### config.mk
export PLATFORM = sky130hd
export DESIGN_NAME = pc_gen_flat
export DESIGN_NICKNAME = d
export VERILOG_FILES = /design/src/rtl/pc_gen_if.sv /design/src/rtl/pc_gen.sv /design/src/flat_wrapper.sv
export SDC_FILE = /design/constraint.sdc
export NUM_CORES = 1
export LEC_CHECK = 0
export BUFFER_PORTS_ARGS = -buffer_cell sky130_fd_sc_hd__buf_4
export CAP_MARGIN = 20
export CORE_MARGIN = 2
export CORE_UTILIZATION = 40
export DETAILED_ROUTE_END_ITERATION = 10
export GPL_TIMING_DRIVEN = 0
export PLACE_DENSITY = 0.75
export SLEW_MARGIN = 20
export SYNTH_ARGS = -nofsm -noshare
export SYNTH_HDL_FRONTEND = slang
export SYNTH_SLANG_ARGS = --single-unit
### constraint.sdc
create_clock -name clk -period 1.75 [get_ports clk]
set_input_delay 0.0875 -clock clk [delete_from_list [all_inputs] [get_ports clk]]
set_output_delay 0.0875 -clock clk [all_outputs]
set_load 0.02 [all_outputs]
### src/rtl/pc_gen_if.sv
// Fetch-address generator port bundle: stall/redirect inputs and the registered fetch outputs.
// misalign_o exists only when PC_MISALIGN_EXC_EN is defined.
interface pc_gen_if #(
    parameter int ADDR_W  = 32,
    parameter int ISSUE_W = 2
);
    logic [5:0]         stall;
    logic               branch_flag_i;
    logic [ADDR_W-1:0]  target_addr_i;
    logic               flush_i;
    logic [ADDR_W-1:0]  new_pc_i;
    logic [ADDR_W-1:0]  pc;
    logic               ce;
    logic [ISSUE_W-1:0] slot_mask;
    logic               redirect_pending_o;
`ifdef PC_MISALIGN_EXC_EN
    logic               misalign_o;
`endif

    modport master (
        output stall, branch_flag_i, target_addr_i, flush_i, new_pc_i,
`ifdef PC_MISALIGN_EXC_EN
        input  misalign_o,
`endif
        input  pc, ce, slot_mask, redirect_pending_o
    );

    modport slave (
        input  stall, branch_flag_i, target_addr_i, flush_i, new_pc_i,
`ifdef PC_MISALIGN_EXC_EN
        output misalign_o,
`endif
        output pc, ce, slot_mask, redirect_pending_o
    );
endinterface

### src/rtl/pc_gen.sv
// Multi-issue fetch-group address generator with flush/branch priority and stall-safe redirect hold.
// Optional PC_MISALIGN_EXC_EN: keep misaligned targets and flag them instead of forcing alignment.
module pc_gen #(
    parameter int                ADDR_W       = 32,
    parameter int                ISSUE_W      = 2,
    parameter logic [ADDR_W-1:0] RESET_VECTOR = '0
) (
    input  logic   clk,
    input  logic   rst,
    pc_gen_if.slave fe
);
    localparam int GB = 4 * ISSUE_W;

    typedef enum logic [1:0] {OFF, RUN, HOLD} state_t;

    state_t             state, state_nxt;
    logic [ADDR_W-1:0]  pc_q, pc_nxt, seq_pc;
    logic [ISSUE_W-1:0] mask_q;
    logic               ce_q, pend_q, load;
    logic [ADDR_W-1:0]  pend_tgt, pend_tgt_nxt;
    logic               pend_flush, pend_flush_nxt;
    logic               stall0, redir_vld, take_new;
    logic [ADDR_W-1:0]  redir_tgt;
    logic               unused_stall;

    function automatic logic [ADDR_W-1:0] align_tgt(input logic [ADDR_W-1:0] a);
`ifdef PC_MISALIGN_EXC_EN
        return a;
`else
        return {a[ADDR_W-1:2], 2'b00};
`endif
    endfunction

    // Slots before the entry offset within the group are not issued.
    function automatic logic [ISSUE_W-1:0] mask_of(input logic [ADDR_W-1:0] a);
        logic [ISSUE_W-1:0] m;
        int off;
        off = int'((a >> 2) & ADDR_W'(ISSUE_W - 1));
        for (int i = 0; i < ISSUE_W; i++) m[i] = (i >= off);
`ifdef PC_MISALIGN_EXC_EN
        if (a[1:0] != 2'b00) m = '0;
`endif
        return m;
    endfunction

    assign unused_stall = ^fe.stall[5:1];
    assign stall0       = fe.stall[0];
    assign redir_vld    = fe.flush_i | fe.branch_flag_i;
    assign redir_tgt    = align_tgt(fe.flush_i ? fe.new_pc_i : fe.target_addr_i);
    // A branch may not displace a pending flush.
    assign take_new     = fe.flush_i | (fe.branch_flag_i & ~pend_flush);
    assign seq_pc       = (pc_q & ~ADDR_W'(GB - 1)) + ADDR_W'(GB);

    always_comb begin
        state_nxt      = state;
        pc_nxt         = pc_q;
        load           = 1'b0;
        pend_tgt_nxt   = pend_tgt;
        pend_flush_nxt = pend_flush;
        case (state)
            OFF: state_nxt = RUN;
            RUN: begin
                if (!stall0) begin
                    load   = 1'b1;
                    pc_nxt = redir_vld ? redir_tgt : seq_pc;
                end else if (redir_vld) begin
                    pend_tgt_nxt   = redir_tgt;
                    pend_flush_nxt = fe.flush_i;
                    state_nxt      = HOLD;
                end
            end
            HOLD: begin
                if (stall0) begin
                    if (take_new) begin
                        pend_tgt_nxt   = redir_tgt;
                        pend_flush_nxt = fe.flush_i;
                    end
                end else begin
                    load           = 1'b1;
                    pc_nxt         = take_new ? redir_tgt : pend_tgt;
                    pend_flush_nxt = 1'b0;
                    state_nxt      = RUN;
                end
            end
            default: state_nxt = OFF;
        endcase
    end

`ifdef PC_MISALIGN_EXC_EN
    logic misalign_q;
    always_ff @(posedge clk) begin
        if (rst)       misalign_q <= 1'b0;
        else if (load) misalign_q <= (pc_nxt[1:0] != 2'b00);
    end
    assign fe.misalign_o = misalign_q;
`endif

    always_ff @(posedge clk) begin
        if (rst) begin
            state      <= OFF;
            pc_q       <= RESET_VECTOR;
            mask_q     <= '1;
            ce_q       <= 1'b0;
            pend_q     <= 1'b0;
            pend_tgt   <= '0;
            pend_flush <= 1'b0;
        end else begin
            state      <= state_nxt;
            ce_q       <= (state_nxt != OFF);
            pend_q     <= (state_nxt == HOLD);
            pend_tgt   <= pend_tgt_nxt;
            pend_flush <= pend_flush_nxt;
            if (load) begin
                pc_q   <= pc_nxt;
                mask_q <= mask_of(pc_nxt);
            end
        end
    end

    assign fe.pc                 = pc_q;
    assign fe.ce                 = ce_q;
    assign fe.slot_mask          = mask_q;
    assign fe.redirect_pending_o = pend_q;
endmodule

### src/flat_wrapper.sv
// flat-port wrapper written by rule: the top's interface ports become plain ports
module pc_gen_flat 
#(
    parameter int                ADDR_W       = 32,
    parameter int                ISSUE_W      = 2,
    parameter logic [ADDR_W-1:0] RESET_VECTOR = '0
)
  (clk, rst, fe_stall, fe_branch_flag_i, fe_target_addr_i, fe_flush_i, fe_new_pc_i, fe_pc, fe_ce, fe_slot_mask, fe_redirect_pending_o);
  pc_gen_if #(.ADDR_W(ADDR_W), .ISSUE_W(ISSUE_W)) fe_i ();
  input  logic clk;
  input  logic rst;
  input wire logic [$bits(fe_i.stall)-1:0] fe_stall;
  input wire logic [$bits(fe_i.branch_flag_i)-1:0] fe_branch_flag_i;
  input wire logic [$bits(fe_i.target_addr_i)-1:0] fe_target_addr_i;
  input wire logic [$bits(fe_i.flush_i)-1:0] fe_flush_i;
  input wire logic [$bits(fe_i.new_pc_i)-1:0] fe_new_pc_i;
  output wire logic [$bits(fe_i.pc)-1:0] fe_pc;
  output wire logic [$bits(fe_i.ce)-1:0] fe_ce;
  output wire logic [$bits(fe_i.slot_mask)-1:0] fe_slot_mask;
  output wire logic [$bits(fe_i.redirect_pending_o)-1:0] fe_redirect_pending_o;
  assign fe_i.stall = fe_stall;
  assign fe_i.branch_flag_i = fe_branch_flag_i;
  assign fe_i.target_addr_i = fe_target_addr_i;
  assign fe_i.flush_i = fe_flush_i;
  assign fe_i.new_pc_i = fe_new_pc_i;
  assign fe_pc = fe_i.pc;
  assign fe_ce = fe_i.ce;
  assign fe_slot_mask = fe_i.slot_mask;
  assign fe_redirect_pending_o = fe_i.redirect_pending_o;
  pc_gen #(.ADDR_W(ADDR_W), .ISSUE_W(ISSUE_W), .RESET_VECTOR(RESET_VECTOR)) u_core (.clk(clk), .rst(rst), .fe(fe_i));
endmodule
After elaboration in Yosys (flattened, before gate mapping)
Cells that the tools add are included.
{ "totals": {"inputBits": 74, "output_inout_bits": 36, "wordCells": 52, "regBits": 71} }
{ "op_classes": {"bitwise_logic": 4, "n_eq_ne": 9, "add_sub_neg": 1, "muxes": 21, "magnitude_cmp": 2, "reduce_logical": 7} }
{ "ops": {"columns": ["operator", "n"], "rows": [
  ["32-bit 2-to-1 mux", 8],
  ["32-bit one-hot mux with 2 select lines", 2],
  ["32-bit by 4-bit adder with 32-bit output, second input constant", 1],
  ["4-bit AND reduction", 3],
  ["2-bit inequality test, second input constant", 4],
  ["1-bit 2-to-1 mux", 6],
  ["2-bit 2-to-1 mux", 3],
  ["2-bit one-hot mux with 3 select lines", 1],
  ["2-bit == test, second input constant", 2],
  ["2-bit nonzero test", 2],
  ["3-bit by 2-bit inequality test with 1-bit output, second input constant", 1],
  ["2-bit by 1-bit == test with 1-bit output, second input constant", 1],
  ["1-bit >= comparator, first input constant", 2],
  ["2-bit logical NOT", 1],
  ["2-bit by 1-bit inequality test with 1-bit output, second input constant", 1],
  ["1-bit bitwise OR", 2],
  ["1-bit one-hot mux with 2 select lines", 1],
  ["2-bit OR reduction", 1],
  ["1-bit bitwise AND", 1],
  ["1-bit inverter", 1]
]} }

Logic depth before layout (Yosys ltp)
Gate-level depths: netlist (run 1).
{ "logic_depth": {"depth_word": 7, "depth_mapped": 9, "depth_no_buf": 7} }

Worst setup path after synthesis (run 1)
No wires, ideal clock.
{ "synth_path": {"path_kind": "flip-flop to flip-flop", "startpoint": "reg u_core.pc_q[3], in the netlist u_core.fe.pc[3]", "endpoint": "reg u_core.pc_q[27], in the netlist u_core.fe.pc[27]", "t_required_ns": 1.636, "synth_period_minus_slack_ns": 1.997, "n_path_buf": 0, "setup_time_ns": 0.114, "setup_slack_ns": -0.247, "stages_incl_launch_ff": 7, "arrival_ns": 1.882, "cell_sequence": "dfxtp_1 ha_1 nand4_1 nor3_2 nand3_1 mux2i_1 a2111oi_0"} }
{ "synth_via": {"elab_chain_cells": 4} }
{ "synth_rtl": {"columns": ["element", "line_no", "text"], "rows": [
  ["start, declared", "pc_gen.sv:17", "logic [ADDR_W-1:0] pc_q, pc_nxt, seq_pc;"],
  ["start signal, assigned", "pc_gen.sv:114", "pc_q <= pc_nxt;"],
  ["32-bit by 4-bit adder with 32-bit output", "pc_gen.sv:52", "assign seq_pc = (pc_q & ~ADDR_W'(GB - 1)) + ADDR_W'(GB);"],
  ["32-bit 2-to-1 mux", "pc_gen.sv:65", "pc_nxt = redir_vld ? redir_tgt : seq_pc;"],
  ["32-bit 2-to-1 mux", "pc_gen.sv:63", "if (!stall0) begin"],
  ["32-bit one-hot mux with 2 select lines", "pc_gen.sv:60", "case (state)"]
]} }
Every way passes these cells. The select of a mux whose other input is x is not followed.
A chain may end at the register's enable or synchronous reset.

Worst setup path in the final report (run 1)
{ "layout_path": {"startpoint": "reg u_core.pc_q[4], in the netlist u_core.fe.pc[4]", "endpoint": "reg u_core.pc_q[19], in the netlist u_core.fe.pc[19]"} }
The elaborated chain is that of the path after synthesis.

==> summary.md, run 1 <==
| Metric | Value |
|---|---|
| Pwr Total | `5.14 mW` |
| Tcrit/Tclk final | `103%` |
| Post-Layout Cell Count | `883` |
| Number of synthesis warnings | `0` |
| Clk_lat worst skew | `350 ps` |
| CTS tree | `yes` |
| First-pass GRT wire length | `29800 um` |
| Port Buffer Count | `97` |
| Initial antenna violation count | `0` |
| CP max stage delay | `370 ps` |
| Final ANT Viol Nets | `0` |
| Cell Chain, Critical Path | `ha_4 -> nand4_1 -> buf_6 -> or3_4 -> nor2_4 -> mux2i_1 -> o221ai_1` |
| Number of synthesized flops with an enable pin | `0` |
| Gr ovfl total | `0` |
| Core box area | `0.0115 mm^2` |
| Worst path slowest cell | `or3_4` |
| First-pass DRT Iterations | `5` |
| Post-Synthesis Cells | `600` |
| Number of global-route vias before repair | `5351` |
| CP max FO | `3` |
| Mean Syn Cell Area | `7.87 um^2` |
| Post-Syn Area | `0.00472 mm^2` |
| Hold WC Path Type | `in -> reg` |
| Commonest non-fill, non-tap cell in the layout | `buf_4` |
| RSZ-0062 raised after global routing | `yes` |
| Detailed-route via count | `5677` |
| H-tree levels | `3` |
| Worst setup EP type | `flip-flop` |
| CP Data Arrival Time | `1980 ps` |
| CTS Buf Count | `9` |
| # nets final | `815` |
| Hpwl dp | `13700 um` |
| Startpoint class of the critical path | `flip-flop` |
| WL/cell | `22.4 um` |
| CP required | `1930 ps` |
| Share of cells above drive strength 1 | `37.8%` |
| Maximum vdd ir drop | `0.000451 V` |
| Final clock skew | `8.69 ps` |
| Status | `finished with violations` |
| Slew HR | `43.2%` |
| Sequential area share after synthesis | `29.7%` |
| Post-Place Cells | `840` |
| CTS sink count | `70` |
| CTS Buffer Depth | `2` |
| Synth unique cells | `68` |
| Post-CTS Hold Buffers | `0` |
| FILL cells | `1033` |
| # IOs | `110` |
| Die area | `0.0127 mm^2` |
| Syn nets | `679` |
| Largest net degree at the start of global routing | `12` |
| Die height | `113 um` |
| Fraction of registers with async set/reset | `0%` |
| Pwr Density | `764 mW/mm^2` |
| Violations in the final reports | `setup timing` |
| Top FF cell, synth | `dfxtp_1` |
| Initial Util | `41.2%` |
| Area Overhead vs Synth | `42.6%` |
| Overall Global Routing Usage | `30.2%` |
| Leakage | `2.66 nW` |
| Worst-path clk slew | `60 ps` |
| Area post-placement | `0.00570 mm^2` |
| Hold Slack | `51.1 ps` |
| Worst Max-Slew Pin Slew | `852 ps` |
| Via density | `6.43` |
| Post-route worst setup slack | `-49.4 ps` |
| Clock period minus worst slack | `1800 ps` |
| Final setup violation count | `3` |
| Design area | `0.00673 mm^2` |
| DR DRC count | `0` |
| Max Transition Viols Final | `0` |
| Placer congestion estimate | `0.999` |
| Max Fclk | `0.556 GHz` |
| Yosys reg bits | `70` |
| Die width | `113 um` |
| CP Class | `reg -> reg` |
| DRT iter0 DRCs | `678` |
| Clock root cell | `clkbuf_16` |
| Ant. Diodes | `0` |
| Most frequent cells in the layout | `buf_4 (127), nand2_1 (66), nor2_1 (60)` |
| Drt total wl | `19800 um` |
| Dpl ws | `-445 ps` |
| Hold Vio Cnt, Final | `0` |
| # Max-Cap Violations | `0` |
| Site row count | `39` |
## worst max-delay path: cells and delay by family (launching register included)
family / cells / cell delay (ps)
adder cells (fa/ha/maj): 1 / 150
flip-flops: 1 / 360
AND/OR/NAND/NOR: 3 / 590
buffers and inverters: 1 / 160
multiplexers: 1 / 230
AO/OA/AOI/OAI: 1 / 140
## cell type report
class / instances / area [um^2] / area share (%)
inverters: 11 / 50.0 / 0.743
repair buffers: 126 / 1010 / 15.0
multi-input cells: 466 / 3370 / 50.1
well taps: 143 / 179 / 2.66
clock buffers: 13 / 250 / 3.72
plain buffers: 52 / 420 / 6.25
clock inverters: 2 / 10.0 / 0.149
flip-flops and latches: 70 / 1440 / 21.3
## state kept, by name, summed over array words and instances, names as in the netlist
signal / cells
u_core.fe.slot_mask: 1
u_core.pend_flush: 1
u_core.pend_tgt: 32
u_core.fe.redirect_pending_o: 1
u_core.state: 2
u_core.fe.ce: 1
u_core.fe.pc: 32
## path summary, 6_finish.rpt
kind / startpoint / endpoint / slack (ps) / cells after the start
hold / removal: fe_target_addr_i[19] / u_core.pend_tgt[19]$_SDFFE_PP0P_ / 50 / 3
setup reg to reg: u_core.fe.pc[4]$_SDFFE_PP0P_ / u_core.fe.pc[19]$_SDFFE_PP0P_ / -50 / 7
setup / recovery: u_core.fe.pc[4]$_SDFFE_PP0P_ / u_core.fe.pc[19]$_SDFFE_PP0P_ / -50 / 7
hold reg to reg: u_core.fe.slot_mask[0]$_SDFFE_PP1P_ / u_core.fe.slot_mask[0]$_SDFFE_PP1P_ / 460 / 1
## power by group
part	leakage, nW	internal [mW]	switching [mW]	total (mW)
Combinational	1.95	0.679	0.887	1.57
Sequential	0.581	1.73	0.132	1.86
Clock	0.129	0.988	0.729	1.72
Total	2.66	3.40	1.75	5.14
## stage by stage
stage / setup TNS, ps / util (%)
6_report: -89.8 / 58.7
5_1_grt: -705 / 58.7
4_1_cts: -0.672 / 55.6
3_5_place_dp: -22310 / 49.7
3_3_place_gp: -18890 / 49.7
2_1_floorplan: -28.1 / -
## repair_timing
item                       in CTS  in global routing
cloned                          1                  2
pin swaps                      21                 26
setup endpoints to repair      69                 59
buffers inserted               20                  6
resized for setup              78                 70
## kinds of logic (layout without fill, tap and decap cells)
| logic type | count (synthesis) | count (layout) | synth area share [%] |
|---|---|---|---|
| XOR/XNOR | 14 | 14 | 2.60 |
| multiplexers | 40 | 40 | 8.53 |
| AO/OA/AOI/OAI | 184 | 184 | 28.7 |
| buffers and inverters | 64 | 204 | 6.39 |
| flip-flops | 70 | 70 | 29.7 |
| other | 1 | 1 | 0.0794 |
| adder cells (fa/ha/maj) | 5 | 5 | 1.33 |
| AND/OR/NAND/NOR | 222 | 222 | 22.7 |
## layer usage
layer	global-route usage (%)	vias to the layer above	share of wire, %	wire (um)
li1	-	2511	-	-
met1	38.6	2748	40	7880
met2	48.1	341	46	9180
met3	7.34	77	9.6	1900
met4	13.7	0	4.3	857
met5	0	-	0	0
## Yosys cell counts, drive strengths merged (10+ instances only)
master | instances | share of area (%)
nand2 | 67 | 5.3
nand3 | 13 | 1.4
o21ai | 35 | 3.7
clkbuf | 23 | 1.9
a311oi | 14 | 2.6
nand4 | 18 | 2.5
a211oi | 29 | 5.7
a21oi | 29 | 3.1
nor2 | 70 | 5.7
dfxtp | 70 | 30
buf | 30 | 3.7
mux2i | 38 | 8.1
nand2b | 11 | 1.5
inv | 10 | 0.80
Note: power is estimated with default switching activity, not from simulation.
==> run 2: changes to the inputs <==
--- a/config.mk
+++ b/config.mk
@@ -12,7 +12,8 @@
 export DETAILED_ROUTE_END_ITERATION = 10
 export GPL_TIMING_DRIVEN = 0
 export PLACE_DENSITY = 0.75
-export SLEW_MARGIN = 20
+export SLEW_MARGIN = 40
 export SYNTH_ARGS = -nofsm -noshare
 export SYNTH_HDL_FRONTEND = slang
 export SYNTH_SLANG_ARGS = --single-unit
+export TNS_END_PERCENT = 50
==> constraint.sdc (replaced) <==
create_clock -name clk -period 1.75 [get_ports clk]
set_input_delay 0.0875 -clock clk [delete_from_list [all_inputs] [get_ports clk]]
set_output_delay 0.0875 -clock clk [all_outputs]
set_load 0.05 [all_outputs]
==> summary.md, run 2 (synthesis gave the netlist of run 1 again) <==
| Metric | Value |
|---|---|
| Clk_lat worst skew | `350 ps (about the same)` |
| Final setup violation count | `11 (+8)` |
| CP Class | `reg -> reg` |
| Post-route worst setup slack | `-168 ps (-119 ps)` |
| WL/cell | `22.4 um (about the same)` |
| Pwr Total | `5.37 mW (+4.3%)` |
| Initial Util | `41.2% (unchanged)` |
| Status | `finished with violations` |
| Clock period minus worst slack | `1920 ps (+119 ps)` |
| Die width | `113 um (unchanged)` |
| CTS Buffer Depth | `2 (unchanged)` |
| CP required | `1990 ps (+60 ps)` |
| Setup TNS | `-897 ps (-807 ps)` |
| CP Data Arrival Time | `2160 ps (+180 ps)` |
| Maximum vdd ir drop | `0.000480 V (+6.4%)` |
| Final ANT Viol Nets | `0 (unchanged)` |
| Most frequent cells in the layout | `buf_4 (127), nand2_1 (67), nor2_1 (58)` |
| Detailed-route via count | `5783 (+1.9%)` |
| # nets final | `820 (+0.61%)` |
| Overall Global Routing Usage | `29.9% (-0.32 points)` |
| Hold WC Path Type | `in -> reg` |
| Max Fclk | `0.521 GHz (-6.2%)` |
| Final clock skew | `9.31 ps (+0.622 ps)` |
| First-pass DRT Iterations | `9 (+4)` |
| Worst setup EP type | `flip-flop` |
| Startpoint class of the critical path | `flip-flop` |
| Violations in the final reports | `setup timing` |
| # Max-Cap Violations | `0 (unchanged)` |
| Worst-path clk slew | `60 ps (about the same)` |
| CTS Buf Count | `9 (unchanged)` |
| DR DRC count | `0 (unchanged)` |
| Tcrit/Tclk final | `110% (+6.8 points)` |
| H-tree levels | `3 (unchanged)` |
| First-pass GRT wire length | `29800 um (about the same)` |
| Via density | `6.51 (+1.2%)` |
| Slew HR | `43.6% (+0.35 points)` |
| DRT iter0 DRCs | `723 (+6.6%)` |
| Number of global-route vias before repair | `5402 (+0.95%)` |
| CP max FO | `4 (+1)` |
| Drt total wl | `19900 um (+0.64%)` |
| Hpwl dp | `13400 um (-2.4%)` |
| # IOs | `110 (unchanged)` |
| Dpl ws | `-487 ps (-41.4 ps)` |
| Site row count | `39 (unchanged)` |
| CTS sink count | `70 (unchanged)` |
| Gr ovfl total | `0 (unchanged)` |
| Port Buffer Count | `97 (unchanged)` |
| Clock root cell | `clkbuf_16` |
| Ant. Diodes | `0 (unchanged)` |
| Pwr Density | `783 mW/mm^2 (+2.5%)` |
| Placer congestion estimate | `0.961 (-3.8%)` |
| Max Transition Viols Final | `0 (unchanged)` |
| Die area | `0.0127 mm^2 (unchanged)` |
| Commonest non-fill, non-tap cell in the layout | `buf_4` |
| Largest net degree at the start of global routing | `12 (unchanged)` |
| Hold Vio Cnt, Final | `0 (unchanged)` |
| Initial antenna violation count | `0 (unchanged)` |
| Area Overhead vs Synth | `45.1%` |
| Leakage | `2.72 nW (+2.0%)` |
| CTS tree | `yes` |
| Core box area | `0.0115 mm^2 (unchanged)` |
| Die height | `113 um (unchanged)` |
| Share of cells above drive strength 1 | `39.3% (+1.4 points)` |
| RSZ-0062 raised after global routing | `yes` |
| Worst Max-Slew Pin Slew | `846 ps (-5.25 ps)` |
[run 2: changes by cell type in the layout (fill, tap and decap cells not counted), sizes merged]
cell	change
buf	+7
clkbuf	-4
clkinv	+3
[run 2: timing repair]
item | 4_1_cts | 5_1_grt
pin swaps | 14 | 37
setup endpoints to repair | 69 | 55
endpoints found under the hold margin | 0 | 0
hold buffers | 0 | 0
cloned | 2 | 2
buffers inserted | 21 | 12
resized for setup | 67 | 79
[run 2: worst paths after layout]
path	from	end	slack, ps	cells after the start
hold reg to reg	u_core.fe.pc[1]$_SDFFE_PP0P_	u_core.fe.pc[1]$_SDFFE_PP0P_	460	2
setup / recovery	u_core.fe.pc[3]$_SDFFE_PP0P_	u_core.fe.pc[27]$_SDFFE_PP0P_	-170	7
hold / removal	fe_target_addr_i[30]	u_core.pend_tgt[30]$_SDFFE_PP0P_	60	3
setup reg to reg	u_core.fe.pc[3]$_SDFFE_PP0P_	u_core.fe.pc[27]$_SDFFE_PP0P_	-170	7
[run 2: power breakdown]
| part | switching (mW) | internal [mW] |
|---|---|---|
| Sequential | 0.137 | 1.73 |
| Combinational | 1.04 | 0.722 |
| Clock | 0.756 | 0.987 |
[run 2: cell type report]
| type | instances | area (um^2) |
|---|---|---|
| timing repair buffer | 134 | 1080 |
| multi-input combinational | 466 | 3400 |
| clock buffer | 11 | 243 |
| fill | 994 | 4620 |
| tap | 143 | 179 |
| inverter | 11 | 50.0 |
| buffer | 49 | 410 |
| clock inverter | 5 | 25.0 |
| sequential | 70 | 1460 |
[run 2: stage by stage]
stage / utilization [%] / cell area, um^2 / hold WS [ps] / std cells
after floorplan: - / 4840 / 258 / 600
after global placement: 50.1 / 5750 / 401 / 840
after detailed placement: 50.1 / 5750 / 410 / 840
after CTS: 56.1 / 6440 / 55.5 / 877
after global routing: 59.7 / 6850 / 72.7 / 889
final: 59.7 / 6850 / 56.7 / 889
[run 2: critical path, cell delays in order, from the launching register on]
cell	delay, ps
dfxtp_4	360
ha_4	150
nand4_1	200
buf_4	220
nor3_4	240
nand3_1	140
mux2i_1	150
a2111oi_2	350
[run 2: routing by layer]
metal	routed length [um]	track usage (%)	share of wire, %	vias up
li1	-	-	-	2521
met2	9090	47.9	46	461
met3	2290	6.48	12	99
met4	1050	14.6	5.3	0
met5	0	0	0	-
met1	7510	38.0	38	2702
==> run 3: changes to the inputs <==
--- a/config.mk
+++ b/config.mk
@@ -7,11 +7,14 @@
 export LEC_CHECK = 0
 export BUFFER_PORTS_ARGS = -buffer_cell sky130_fd_sc_hd__buf_4
 export CAP_MARGIN = 20
+export CELL_PAD_IN_SITES_DETAIL_PLACEMENT = 0
+export CELL_PAD_IN_SITES_GLOBAL_PLACEMENT = 1
+export CORE_ASPECT_RATIO = 0.9
 export CORE_MARGIN = 2
-export CORE_UTILIZATION = 40
+export CORE_UTILIZATION = 36
 export DETAILED_ROUTE_END_ITERATION = 10
 export GPL_TIMING_DRIVEN = 0
-export PLACE_DENSITY = 0.75
+export PLACE_DENSITY = 0.87
 export SLEW_MARGIN = 40
 export SYNTH_ARGS = -nofsm -noshare
 export SYNTH_HDL_FRONTEND = slang
==> constraint.sdc (replaced) <==
create_clock -name clk -period 1.75 [get_ports clk]
set_input_delay 0.175 -clock clk [delete_from_list [all_inputs] [get_ports clk]]
set_output_delay 0.175 -clock clk [all_outputs]
set_load 0.05 [all_outputs]
==> summary.md, run 3 (synthesis gave the netlist of run 1 again) <==
| Metric | Value |
|---|---|
| Status | `finished with violations` |
| Violations in the final reports | `setup timing` |
| Dpl ws | `-503 ps (-16.2 ps)` |
| P_sw | `1.87 mW (-3.2%)` |
| FILL cells | `1174 (+18%)` |
| WL/cell | `21.8 um (-2.6%)` |
| Combinational fraction of design power | `30.2% (-2.6 points)` |
| Maximum vdd ir drop | `0.000412 V (-14%)` |
| Pwr Density | `817 mW/mm^2 (+4.3%)` |
| Leakage | `2.69 nW (-1.0%)` |
| Area Overhead vs Synth | `42.8%` |
| CTS tree | `yes` |
| Share of cells above drive strength 1 | `37.0% (-2.2 points)` |
| First-pass GRT wire length | `29500 um (-0.99%)` |
| Die area | `0.0140 mm^2 (+11%)` |
| Initial antenna violation count | `0 (unchanged)` |
| Clock root cell | `clkbuf_16` |
| Final setup violation count | `35 (+24)` |
| Core box area | `0.0127 mm^2 (+11%)` |
| Post-Place Cells | `861 (+2.5%)` |
| Worst R2R End | `u_core.fe.pc[19]$_SDFFE_PP0P_` |
| Hold WC Path Type | `in -> reg` |
| CTS sink count | `70 (unchanged)` |
| Hold Slack | `146 ps (+89.6 ps)` |
| Slew HR | `38.3% (-5.3 points)` |
| DR DRC count | `0 (unchanged)` |
| Die width | `125 um (+11%)` |
| Final ANT Viol Nets | `0 (unchanged)` |
| Worst-path clk slew | `60 ps (about the same)` |
| Placer congestion estimate | `0.934 (-2.9%)` |
| CP Data Arrival Time | `1990 ps (-170 ps)` |
| Power Internal | `3.64 mW (+5.8%)` |
| Clk_lat worst skew | `340 ps (about the same)` |
| Pwr Total | `5.50 mW (+2.6%)` |
| Cell Chain, Critical Path | `ha_4 -> nand4_1 -> buf_6 -> or3_4 -> nor2_4 -> mux2i_1 -> o221ai_1` |
| # nets final | `814 (-0.73%)` |
| Register Area | `0.00146 mm^2 (+0.17%)` |
| Commonest non-fill, non-tap cell in the layout | `buf_4` |
| Hold path start | `fe_target_addr_i[19]` |
| Area post-placement | `0.00577 mm^2 (+0.46%)` |
| Crit path max-delay family | `simple AND/OR/NAND/NOR gates` |
| # IOs | `110 (unchanged)` |
| Worst hold endpoint | `u_core.pend_tgt[19]$_SDFFE_PP0P_` |
| Post-CTS Hold Buffers | `0 (unchanged)` |
| Sw frac | `34.0% (-2.0 points)` |
| Overall Global Routing Usage | `26.8% (-3.0 points)` |
| Max Fclk | `0.552 GHz (+6.0%)` |
| Design area | `0.00674 mm^2 (-1.6%)` |
| Worst Max-Slew Pin Slew | `926 ps (+79.2 ps)` |
| Gr ovfl total | `0 (unchanged)` |
| Tcrit/Tclk final | `103% (-6.2 points)` |
| Detailed-route via count | `5534 (-4.3%)` |
| Worst path slowest cell | `or3_4` |
| Setup TNS | `-607 ps (+290 ps)` |
| Multi-input logic area | `0.00330 mm^2 (-3.0%)` |
| Drt total wl | `19700 um (-1.0%)` |
| First-pass DRT Iterations | `5 (-4)` |
| CTS Buffer Depth | `2 (unchanged)` |
| Startpoint class of the critical path | `flip-flop` |
| Clock period minus worst slack | `1810 ps (-108 ps)` |
| Initial Util | `37.1% (-4.1 points)` |
| CTS Buf Count | `9 (unchanged)` |
| Most frequent cells in the layout | `buf_4 (124), nand2_1 (66), nor2_1 (63)` |
| Post-Layout Cell Count | `904 (+1.7%)` |
| Site row count | `39 (unchanged)` |
| Reg2reg setup slack | `-60 ps (+110 ps)` |
| Worst R2R Path Depth | `7 (unchanged)` |
| Util after Layout | `52.9% (-6.8 points)` |
| Largest net degree at the start of global routing | `12 (unchanged)` |
| Hpwl dp | `13900 um (+3.9%)` |
| # Max-Cap Violations | `0 (unchanged)` |
| Sequential Power Share | `33.9% (-0.8 points)` |
| Sum of buffers and inverters on the critical path | `1 (unchanged)` |
| Port Buffer Count | `97 (unchanged)` |
| Clock power share | `35.9% (+3.4 points)` |
| Via density | `6.12 (-5.9%)` |
| Hold Vio Cnt, Final | `0 (unchanged)` |
| CP max FO | `6 (+2)` |
| Die height | `113 um (unchanged)` |
| Post-route worst setup slack | `-60.1 ps (+108 ps)` |
| CP Class | `reg -> reg` |
| Worst setup EP type | `flip-flop` |
| Max Transition Viols Final | `0 (unchanged)` |
| Final clock skew | `10.7 ps (+1.39 ps)` |
| Worst hold path depth | `3 (unchanged)` |
| RSZ-0062 raised after global routing | `yes` |
| CP max stage delay | `400 ps (+40 ps)` |
| H-tree levels | `3 (unchanged)` |
| Reg-to-reg critical path startpoint | `u_core.fe.pc[3]$_SDFFE_PP0P_` |
| Ant. Diodes | `0 (unchanged)` |
| DRT iter0 DRCs | `675 (-6.6%)` |
| Worst path depth | `7 (unchanged)` |
| CP required | `1930 ps (-60 ps)` |
| Number of global-route vias before repair | `5165 (-4.4%)` |
==> run 3: changes by cell type in the layout (fill, tap and decap cells not counted), sizes merged <==
cell | previous run | this run
clkbuf | 31 | 33
buf | 163 | 155
clkinv | 6 | 4
bufinv | 0 | 2
==> run 3: per-layer routing <==
layer	up-vias	GRT usage [%]	share of wire (%)
met5	-	0	0
met4	0	9.29	2.6
met3	53	5.15	11
met2	351	42.5	45
met1	2630	36.7	41
li1	2500	-	-
==> run 3: repair_timing <==
item | CTS | global route
setup buffers | 14 | 12
pin swaps | 10 | 17
endpoints found under the setup margin | 69 | 56
resized for setup | 65 | 50
cloned | 0 | 4
==> run 3: area by class of cell <==
cell class	count	area share [%]
Clock buffer	11	3.45
Multi-Input combinational cell	466	49.0
Buffer	50	5.76
Inverter	11	0.743
Timing Repair Buffer	127	15.2
Tap cell	164	3.04
Sequential cell	70	21.7
Clock inverter	5	1.10
==> run 3: power groups by stage <==
stage	clock network (mW)	logic, mW	registers, mW
5_1_grt	2.04	1.74	1.88
2_1_floorplan	0	0.709	2.04
3_3_place_gp	0	1.35	1.87
6_report	1.98	1.66	1.87
4_1_cts	1.98	1.50	1.85
3_5_place_dp	0	1.38	1.88
==> run 3: worst max-delay path by stage <==
stage                            startpoint                               to
6_report       u_core.fe.pc[3]$_SDFFE_PP0P_    u_core.fe.pc[19]$_SDFFE_PP0P_
5_1_grt          u_core.state[0]$_SDFF_PP0_  u_core.pend_tgt[7]$_SDFFE_PP0P_
4_1_cts        u_core.fe.pc[3]$_SDFFE_PP0P_    u_core.fe.pc[19]$_SDFFE_PP0P_
3_5_place_dp     u_core.state[1]$_SDFF_PP0_    u_core.fe.pc[25]$_SDFFE_PP0P_
3_3_place_gp     u_core.state[1]$_SDFF_PP0_    u_core.fe.pc[25]$_SDFFE_PP0P_
2_1_floorplan  u_core.fe.pc[4]$_SDFFE_PP0P_    u_core.fe.pc[27]$_SDFFE_PP0P_
==> run 3: worst reg2reg max path, delay by kind of cell (launching register included) <==
family / cells / cell delay, ps
adder cells (fa/ha/maj): 1 / 150
flip-flops: 1 / 380
AO/OA/AOI/OAI: 1 / 140
AND/OR/NAND/NOR: 3 / 590
multiplexers: 1 / 250
buffers and inverters: 1 / 150
